## src/rtl/scan_line_window.sv

```systemverilog
`default_nettype none
// ============================================================================
// Module      : scan_line_window
// Description : Line scanner for the Connect-6 threat evaluator. Walks every
//               line of one board direction, buffers each line from the
//               board RAM, slides a K-cell window along it and, for every
//               single-colour window, emits a weight update for each empty
//               cell of that window to the weight accumulator.
// Revision    : 1.0 - initial release
// ----------------------------------------------------------------------------
// Ports
//   clk        in   clock, all state on rising edge
//   reset      in   asynchronous active-high reset, returns block to idle
//   start      in   one-cycle scan request, honoured only when idle
//   dir        in   0 horiz, 1 vert, 2 diag (x-y const), 3 anti (x+y const)
//   colour     in   colour played by this side (0 black, 1 white)
//   abort      in   synchronous abandon, idle next cycle without done
//   rd_en      out  board read strobe, one per cell
//   rd_x/rd_y  out  board read address
//   rd_data    in   cell value one cycle after rd_en (00 blk, 01 wht,
//                   10 empty, 11 blocked)
//   wr_valid   out  weight update valid
//   wr_ready   in   accumulator accepts on wr_valid && wr_ready
//   wr_x/wr_y  out  target empty cell
//   wr_weight  out  weight to add
//   busy       out  scan in progress
//   done       out  one-cycle pulse when the scan completes
//   win_found  out  some window held K stones of one colour this scan
//   win_colour out  colour of the first winning window
// ============================================================================
module scan_line_window #(
    parameter int BOARD_N = 19,
    parameter int K       = 6,
    parameter int CW      = 5,
    parameter int WW      = 4
) (
    input  logic          clk,
    input  logic          reset,
    input  logic          start,
    input  logic [1:0]    dir,
    input  logic          colour,
    input  logic          abort,
    output logic          rd_en,
    output logic [CW-1:0] rd_x,
    output logic [CW-1:0] rd_y,
    input  logic [1:0]    rd_data,
    output logic          wr_valid,
    input  logic          wr_ready,
    output logic [CW-1:0] wr_x,
    output logic [CW-1:0] wr_y,
    output logic [WW-1:0] wr_weight,
    output logic          busy,
    output logic          done,
    output logic          win_found,
    output logic          win_colour
);

    // One extra bit over the coordinate width: line index reaches 2N-2 and
    // line length reaches N, either of which can overflow CW bits.
    localparam int LW = CW + 1;
    localparam int IW = (BOARD_N > 1) ? $clog2(BOARD_N) : 1;

    localparam logic [LW-1:0] c_N      = LW'(BOARD_N);
    localparam logic [LW-1:0] c_NM1    = LW'(BOARD_N - 1);
    localparam logic [LW-1:0] c_2NM1   = LW'(2 * BOARD_N - 1);
    localparam logic [LW-1:0] c_K      = LW'(K);
    localparam logic [LW-1:0] c_KM1    = LW'(K - 1);
    localparam logic [LW-1:0] c_KM2    = LW'(K - 2);
    localparam logic [WW-1:0] c_THREAT = WW'(2 * K - 1);
    localparam logic [1:0]    c_EMPTY  = 2'b10;
    localparam logic [1:0]    c_BLOCK  = 2'b11;

    localparam logic [2:0] S_IDLE       = 3'd0;
    localparam logic [2:0] S_LINE_SETUP = 3'd1;
    localparam logic [2:0] S_FETCH      = 3'd2;
    localparam logic [2:0] S_WIN_COUNT  = 3'd3;
    localparam logic [2:0] S_WIN_EMIT   = 3'd4;
    localparam logic [2:0] S_NEXT_WIN   = 3'd5;
    localparam logic [2:0] S_NEXT_LINE  = 3'd6;
    localparam logic [2:0] S_DONE       = 3'd7;

    logic [2:0]    r_state;
    logic [1:0]    r_dir;
    logic          r_colour;
    logic [LW-1:0] r_line;      // current line index
    logic [LW-1:0] r_len;       // length of current line
    logic [CW-1:0] r_x0;        // first cell of current line
    logic [CW-1:0] r_y0;
    logic [LW-1:0] r_idx;       // fetch position within the line
    logic [LW-1:0] r_s;         // window start within the line
    logic [LW-1:0] r_j;         // offset within the window being emitted
    logic [1:0]    r_buf [0:BOARD_N-1];

    logic          r_rdEn;
    logic [CW-1:0] r_rdX;
    logic [CW-1:0] r_rdY;
    logic          r_wrValid;
    logic [CW-1:0] r_wrX;
    logic [CW-1:0] r_wrY;
    logic [WW-1:0] r_weight;
    logic          r_busy;
    logic          r_done;
    logic          r_winFound;
    logic          r_winColour;

    logic [CW-1:0] w_setupX0;
    logic [CW-1:0] w_setupY0;
    logic [LW-1:0] w_setupLen;
    logic [LW-1:0] w_lastLine;
    logic [LW-1:0] w_own;
    logic [LW-1:0] w_opp;
    logic          w_blk;
    logic [LW-1:0] w_winPos;
    logic [WW-1:0] w_weight;
    logic [LW-1:0] w_nextPos;
    logic          w_nextEmpty;

    // Map a position along the current line to board coordinates. Lines are
    // always walked in ascending x; vertical lines walk ascending y, and the
    // anti-diagonal therefore walks descending y.
    function automatic logic [2*CW-1:0] cellCoord(input logic [LW-1:0] pos);
        logic [LW-1:0] x;
        logic [LW-1:0] y;
        x = {1'b0, r_x0};
        y = {1'b0, r_y0};
        case (r_dir)
            2'd0: x = x + pos;
            2'd1: y = y + pos;
            2'd2: begin
                x = x + pos;
                y = y + pos;
            end
            default: begin
                x = x + pos;
                y = y - pos;
            end
        endcase
        return {CW'(x), CW'(y)};
    endfunction

    // Start cell and length of line r_line. Diagonal lines are numbered so
    // that line l holds cells with x-y = l-(N-1); anti-diagonal line l holds
    // cells with x+y = l. Both have length l+1 below the main diagonal and
    // 2N-1-l above it.
    always_comb begin
        w_setupX0  = '0;
        w_setupY0  = '0;
        w_setupLen = c_N;
        w_lastLine = r_dir[1] ? (c_2NM1 - LW'(1)) : c_NM1;
        case (r_dir)
            2'd0: w_setupY0 = CW'(r_line);
            2'd1: w_setupX0 = CW'(r_line);
            2'd2: begin
                if (r_line >= c_NM1) begin
                    w_setupX0  = CW'(r_line - c_NM1);
                    w_setupLen = c_2NM1 - r_line;
                end else begin
                    w_setupY0  = CW'(c_NM1 - r_line);
                    w_setupLen = r_line + LW'(1);
                end
            end
            default: begin
                if (r_line <= c_NM1) begin
                    w_setupY0  = CW'(r_line);
                    w_setupLen = r_line + LW'(1);
                end else begin
                    w_setupX0  = CW'(r_line - c_NM1);
                    w_setupY0  = CW'(c_NM1);
                    w_setupLen = c_2NM1 - r_line;
                end
            end
        endcase
    end

    // Stone census of the window starting at r_s.
    always_comb begin
        w_own    = '0;
        w_opp    = '0;
        w_blk    = 1'b0;
        w_winPos = '0;
        for (int j = 0; j < K; j++) begin
            w_winPos = r_s + LW'(j);
            if (r_buf[IW'(w_winPos)] == c_BLOCK) begin
                w_blk = 1'b1;
            end else if (r_buf[IW'(w_winPos)] == {1'b0, r_colour}) begin
                w_own = w_own + LW'(1);
            end else if (r_buf[IW'(w_winPos)] == {1'b0, ~r_colour}) begin
                w_opp = w_opp + LW'(1);
            end
        end
    end

    // Opponent-only windows one or two stones short of a win are threats and
    // get the top weight; own-only windows rank above every lesser threat.
    always_comb begin
        w_weight = WW'(c_KM1 + w_own);
        if (w_opp != '0) begin
            w_weight = (w_opp >= c_KM2) ? c_THREAT : WW'(w_opp);
        end
    end

    // Look-ahead to the next cell to present on the write port, so a fresh
    // cell can be offered in the same edge that retires the previous one.
    always_comb begin
        w_nextPos = r_s + r_j + LW'(1);
        if (r_state == S_WIN_COUNT) begin
            w_nextPos = r_s;
        end
        w_nextEmpty = (r_buf[IW'(w_nextPos)] == c_EMPTY);
    end

    // Line buffer capture: rd_data is valid in the cycle after the strobe.
    always_ff @(posedge clk) begin
        if (r_state == S_FETCH && !r_rdEn) begin
            r_buf[IW'(r_idx)] <= rd_data;
        end
    end

    always_ff @(posedge clk or posedge reset) begin
        if (reset) begin
            r_state     <= S_IDLE;
            r_dir       <= '0;
            r_colour    <= 1'b0;
            r_line      <= '0;
            r_len       <= '0;
            r_x0        <= '0;
            r_y0        <= '0;
            r_idx       <= '0;
            r_s         <= '0;
            r_j         <= '0;
            r_rdEn      <= 1'b0;
            r_rdX       <= '0;
            r_rdY       <= '0;
            r_wrValid   <= 1'b0;
            r_wrX       <= '0;
            r_wrY       <= '0;
            r_weight    <= '0;
            r_busy      <= 1'b0;
            r_done      <= 1'b0;
            r_winFound  <= 1'b0;
            r_winColour <= 1'b0;
        end else begin
            r_done <= 1'b0;
            if (abort) begin
                // Abandon without done; any pending handshake is withdrawn.
                r_state   <= S_IDLE;
                r_rdEn    <= 1'b0;
                r_wrValid <= 1'b0;
                r_busy    <= 1'b0;
            end else begin
                case (r_state)
                    S_IDLE: begin
                        if (start) begin
                            r_dir       <= dir;
                            r_colour    <= colour;
                            r_line      <= '0;
                            r_busy      <= 1'b1;
                            r_winFound  <= 1'b0;
                            r_winColour <= 1'b0;
                            r_state     <= S_LINE_SETUP;
                        end
                    end

                    S_LINE_SETUP: begin
                        r_x0  <= w_setupX0;
                        r_y0  <= w_setupY0;
                        r_len <= w_setupLen;
                        if (w_setupLen < c_K) begin
                            // Too short to hold a window: no reads at all.
                            r_state <= S_NEXT_LINE;
                        end else begin
                            r_idx   <= '0;
                            r_rdEn  <= 1'b1;
                            r_rdX   <= w_setupX0;
                            r_rdY   <= w_setupY0;
                            r_state <= S_FETCH;
                        end
                    end

                    S_FETCH: begin
                        // Alternate address cycle (rd_en high) and capture
                        // cycle (rd_en low, data lands in the buffer).
                        if (r_rdEn) begin
                            r_rdEn <= 1'b0;
                        end else if (r_idx == r_len - LW'(1)) begin
                            r_s     <= '0;
                            r_state <= S_WIN_COUNT;
                        end else begin
                            r_idx          <= r_idx + LW'(1);
                            r_rdEn         <= 1'b1;
                            {r_rdX, r_rdY} <= cellCoord(r_idx + LW'(1));
                        end
                    end

                    S_WIN_COUNT: begin
                        if (w_blk || (w_own != '0 && w_opp != '0) ||
                            (w_own == '0 && w_opp == '0)) begin
                            r_state <= S_NEXT_WIN;
                        end else if (w_own == c_K || w_opp == c_K) begin
                            if (!r_winFound) begin
                                r_winFound  <= 1'b1;
                                r_winColour <= (w_own == c_K) ? r_colour : ~r_colour;
                            end
                            r_state <= S_NEXT_WIN;
                        end else begin
                            r_weight       <= w_weight;
                            r_j            <= '0;
                            r_wrValid      <= w_nextEmpty;
                            {r_wrX, r_wrY} <= cellCoord(w_nextPos);
                            r_state        <= S_WIN_EMIT;
                        end
                    end

                    S_WIN_EMIT: begin
                        // Advance on a completed handshake or on a non-empty
                        // cell; otherwise hold the payload for the consumer.
                        if (!(r_wrValid && !wr_ready)) begin
                            if (r_j == c_KM1) begin
                                r_wrValid <= 1'b0;
                                r_state   <= S_NEXT_WIN;
                            end else begin
                                r_j            <= r_j + LW'(1);
                                r_wrValid      <= w_nextEmpty;
                                {r_wrX, r_wrY} <= cellCoord(w_nextPos);
                            end
                        end
                    end

                    S_NEXT_WIN: begin
                        if (r_s == r_len - c_K) begin
                            r_state <= S_NEXT_LINE;
                        end else begin
                            r_s     <= r_s + LW'(1);
                            r_state <= S_WIN_COUNT;
                        end
                    end

                    S_NEXT_LINE: begin
                        if (r_line == w_lastLine) begin
                            r_done  <= 1'b1;
                            r_busy  <= 1'b0;
                            r_state <= S_DONE;
                        end else begin
                            r_line  <= r_line + LW'(1);
                            r_state <= S_LINE_SETUP;
                        end
                    end

                    default: begin
                        r_state <= S_IDLE;
                    end
                endcase
            end
        end
    end

    assign rd_en      = r_rdEn;
    assign rd_x       = r_rdX;
    assign rd_y       = r_rdY;
    assign wr_valid   = r_wrValid;
    assign wr_x       = r_wrX;
    assign wr_y       = r_wrY;
    assign wr_weight  = r_weight;
    assign busy       = r_busy;
    assign done       = r_done;
    assign win_found  = r_winFound;
    assign win_colour = r_winColour;

endmodule
`default_nettype wire
```

## config.mk

```make
export PLATFORM = sky130hd
export DESIGN_NAME = scan_line_window
export DESIGN_NICKNAME = d
export VERILOG_FILES = /design/src/rtl/scan_line_window.sv
export SDC_FILE = /design/constraint.sdc
export NUM_CORES = 1
export LEC_CHECK = 0
export ABC_CLOCK_PERIOD_IN_PS = 10950
export BUFFER_PORTS_ARGS = -buffer_cell sky130_fd_sc_hd__buf_2
export CAP_MARGIN = 5
export CORE_MARGIN = 5
export CORE_UTILIZATION = 45
export DETAILED_ROUTE_END_ITERATION = 10
export GPL_TIMING_DRIVEN = 0
export PLACE_DENSITY = 0.69
export SLEW_MARGIN = 30
export SYNTH_ARGS = -nofsm -noshare
export SYNTH_HDL_FRONTEND = slang
export SYNTH_SLANG_ARGS = --single-unit
```

## constraint.sdc

```tcl
create_clock -name clk -period 10.95 [get_ports clk]
set_input_delay 2.19 -clock clk [delete_from_list [all_inputs] [get_ports clk]]
set_output_delay 2.19 -clock clk [all_outputs]
set_load 0.01 [all_outputs]
```

==> flow_summary.ini <==
[critical_path]
startpoint = r_s[0]$_DFFE_PP0P_
max_stage_delay_ps = 560
endpoint_kind = register
critical_path.max_fanout = 10
path_common_cell = ha_1
timing.rr.start = r_s[0]$_DFFE_PP0P_
path_class = register to register
crit_slowest_cell = mux4_2
crit_path_start_kind = register
required_ps = 11250
cp.arrival_ps = 9760

[run]
maxCapViolations = 0

[routing]
drt-initial-drc-count = 810
drc = 0
wl_per_cell_um = 19.2
via_per_inst = 5.94
first_pass_iters = 5
vias = 9109
wl_mm = 29.5
ant_nets = 0

[cells_and_area]
final_cell_mix = nand2_1 (111), nor2_1 (86), dfrtp_1 (76)
final_util = 0.511
diodes = 0
mostFrequentLayoutCell = nand2_1
nNetsFinal = 1283
areaGrowthSynthToFinish_pct = 11.2
drive_gt1_frac = 0.148

[cts]
cts_hold_buf = 0
numCtsBuffers = 17
cts_root_buf = clkbuf_16
post_cts_buffers = 0
tritoncts = yes
post_cts_resized = 0
clk_pin_slew_worst_paths_ps = 70
htreeDepth = 4
clockBufferDepth = 2
numClockSinks = 114
clk_latency_ps = 430

[pwr]
leakagePower_nw = 5.01
p_per_area_nw_per_um2 = 336
ir_drop_v = 0.000226

[outcome]
outcome = complete, no violations

[timing]
rsz0062_at_grt = false
drv_slew = 0
min_period_over_period = 0.863
clock.fmax_ghz = 0.106
max_slew_margin = 0.327
fin_skew_ps = 14.0
hold_viol = 0
fin_ws_ps = 1500
finalSetupTns_ps = 0
tightest_slew_ps = 994
finalSetupViolations = 0
min_period_ps = 9450

[die]
die_w_um = 162
fp.coreArea_um2 = 22800
ioPinCount = 40
initial_core_util = 0.459
placementRows = 55
dieArea_um2 = 26400
chipHeight_um = 162

[placed_design]
io_buffers = 39
hpwl_mm = 22.6
globalplace.congestion = 0.942
detailedPlace.worstSlack_ps = 1570

[synthesis]
ys_warn_count = 0
synthFlopType = dfrtp_1
synth_seq_cells = 114
synth_fp_nets = 1224
syn_inst = 1148
yosysTopAreaCellShare = 0.182
syn_area_um2 = 10500
synth_area_per_cell_um2 = 9.11
synth_area_leaders = dfrtp_1 (18%), edfxtp_1 (11%), ha_1 (7.3%), mux4_2 (5.6%), mux2i_1 (5.3%)
synthArstFlopShare = 0.667
synth-edff-count = 38
synth.largest_area_cell = dfrtp_1
synth_cell_types = 88
seq_area_frac_synth = 0.291

[global_route]
grt-ovfl-total = 0
antenna_found_initial = 0
grt_pass1_vias = 8803
grt_max_degree = 59
grt_pass1_wl_mm = 47.2
grtUsageTotal = 0.224

[hold_path]
holdCritStartpoint = rd_y[2]$_DFFE_PP0P_
hold_class = register to register
-- registers in the layout, indices dropped and copies added (netlist names), 2 cells and up --
register	flops
wr_weight	4
r_x0	5
r_buf	38
rd_y	5
r_dir	2
rd_x	5
r_len	6
r_idx	6
r_y0	5
wr_y	5
r_j	6
wr_x	5
r_s	6
r_state	3
r_line	6
-- worst paths after layout --
path / end / slack, ps / cells after the start
worst max-delay path: wr_y[1]$_DFFE_PP0P_ / 1500 / 35
worst min-delay path: rd_y[2]$_DFFE_PP0P_ / 500 / 1
worst max register to register: wr_y[1]$_DFFE_PP0P_ / 1500 / 35
worst min register to register: rd_y[2]$_DFFE_PP0P_ / 500 / 1
max in group asynchronous: r_y0[1]$_DFFE_PP0P_ / 8690 / 3
min in group asynchronous: r_line[4]$_DFFE_PP0P_ / 1690 / 2
-- logic make-up after synthesis --
logic type | synth area share
XOR/XNOR | 0.0766
buffers and inverters | 0.0509
AO/OA/AOI/OAI | 0.171
AND/OR/NAND/NOR | 0.173
adder cells (fa/ha/maj) | 0.0835
multiplexers | 0.154
flip-flops | 0.291
-- routing by layer --
metal,GRT usage,vias up,routed length (um)
met4,0.0765,0,873
li1,-,4311,-
met2,0.363,321,13800
met3,0.0367,57,1760
met5,0,-,0
met1,0.305,4420,13000
-- where the power goes --
part           total (mW)  switching (mW)  internal [mW]
combinational        2.79            1.58           1.21
clock               0.532           0.237          0.295
sequential          0.586          0.0708          0.515
total                3.91            1.89           2.02
-- through the flow --
stage	hold slack, ps	cell area [um^2]	instances	power, mW
after floorplan	466	10500	1148	2.71
after global placement	485	11000	1500	3.27
after global routing	525	11600	1533	4.22
final	496	11600	1533	3.91
after CTS	502	11600	1533	3.89
after detailed placement	481	11100	1501	3.35
-- critical path: cells and delay by family, from the launching register on --
family          cells  cell delay (ps)
mux                 7             2180
simple gates        9             1730
compound gates      4             1050
xor+xnor            1              170
flops               1              370
fa+ha+maj           7             2110
buf+inv             7             1710
-- Yosys cell counts (6+ instances only) --
library cell / number
a311oi_1: 8
buf_2: 7
edfxtp_1: 38
dfrtp_1: 76
a21oi_1: 55
nor3b_1: 14
a22oi_1: 7
or3_1: 8
xor2_1: 36
a211oi_1: 11
o22ai_1: 11
o31ai_1: 7
a31oi_1: 18
and2_1: 13
nand2_1: 111
nand4_1: 9
a21o_1: 16
nor3_1: 21
mux2i_1: 55
nand2b_1: 20
nor2_1: 86
mux4_2: 26
nand3_1: 29
nor4_1: 6
nor2b_1: 18
ha_1: 61
o211ai_1: 18
inv_1: 61
mux2_2: 37
o21ai_0: 64
xnor2_1: 39
clkbuf_1: 42
-- cell type report --
cell class,count,area (um^2)
fillers,2125,11100
flip-flops and latches,114,3040
inverters,64,245
clock inverters,15,128
plain buffers,62,292
repair buffers,40,223
multi-input cells,908,6890
clock buffers,17,425
well taps,313,392
(Power assumes the default switching activity.)
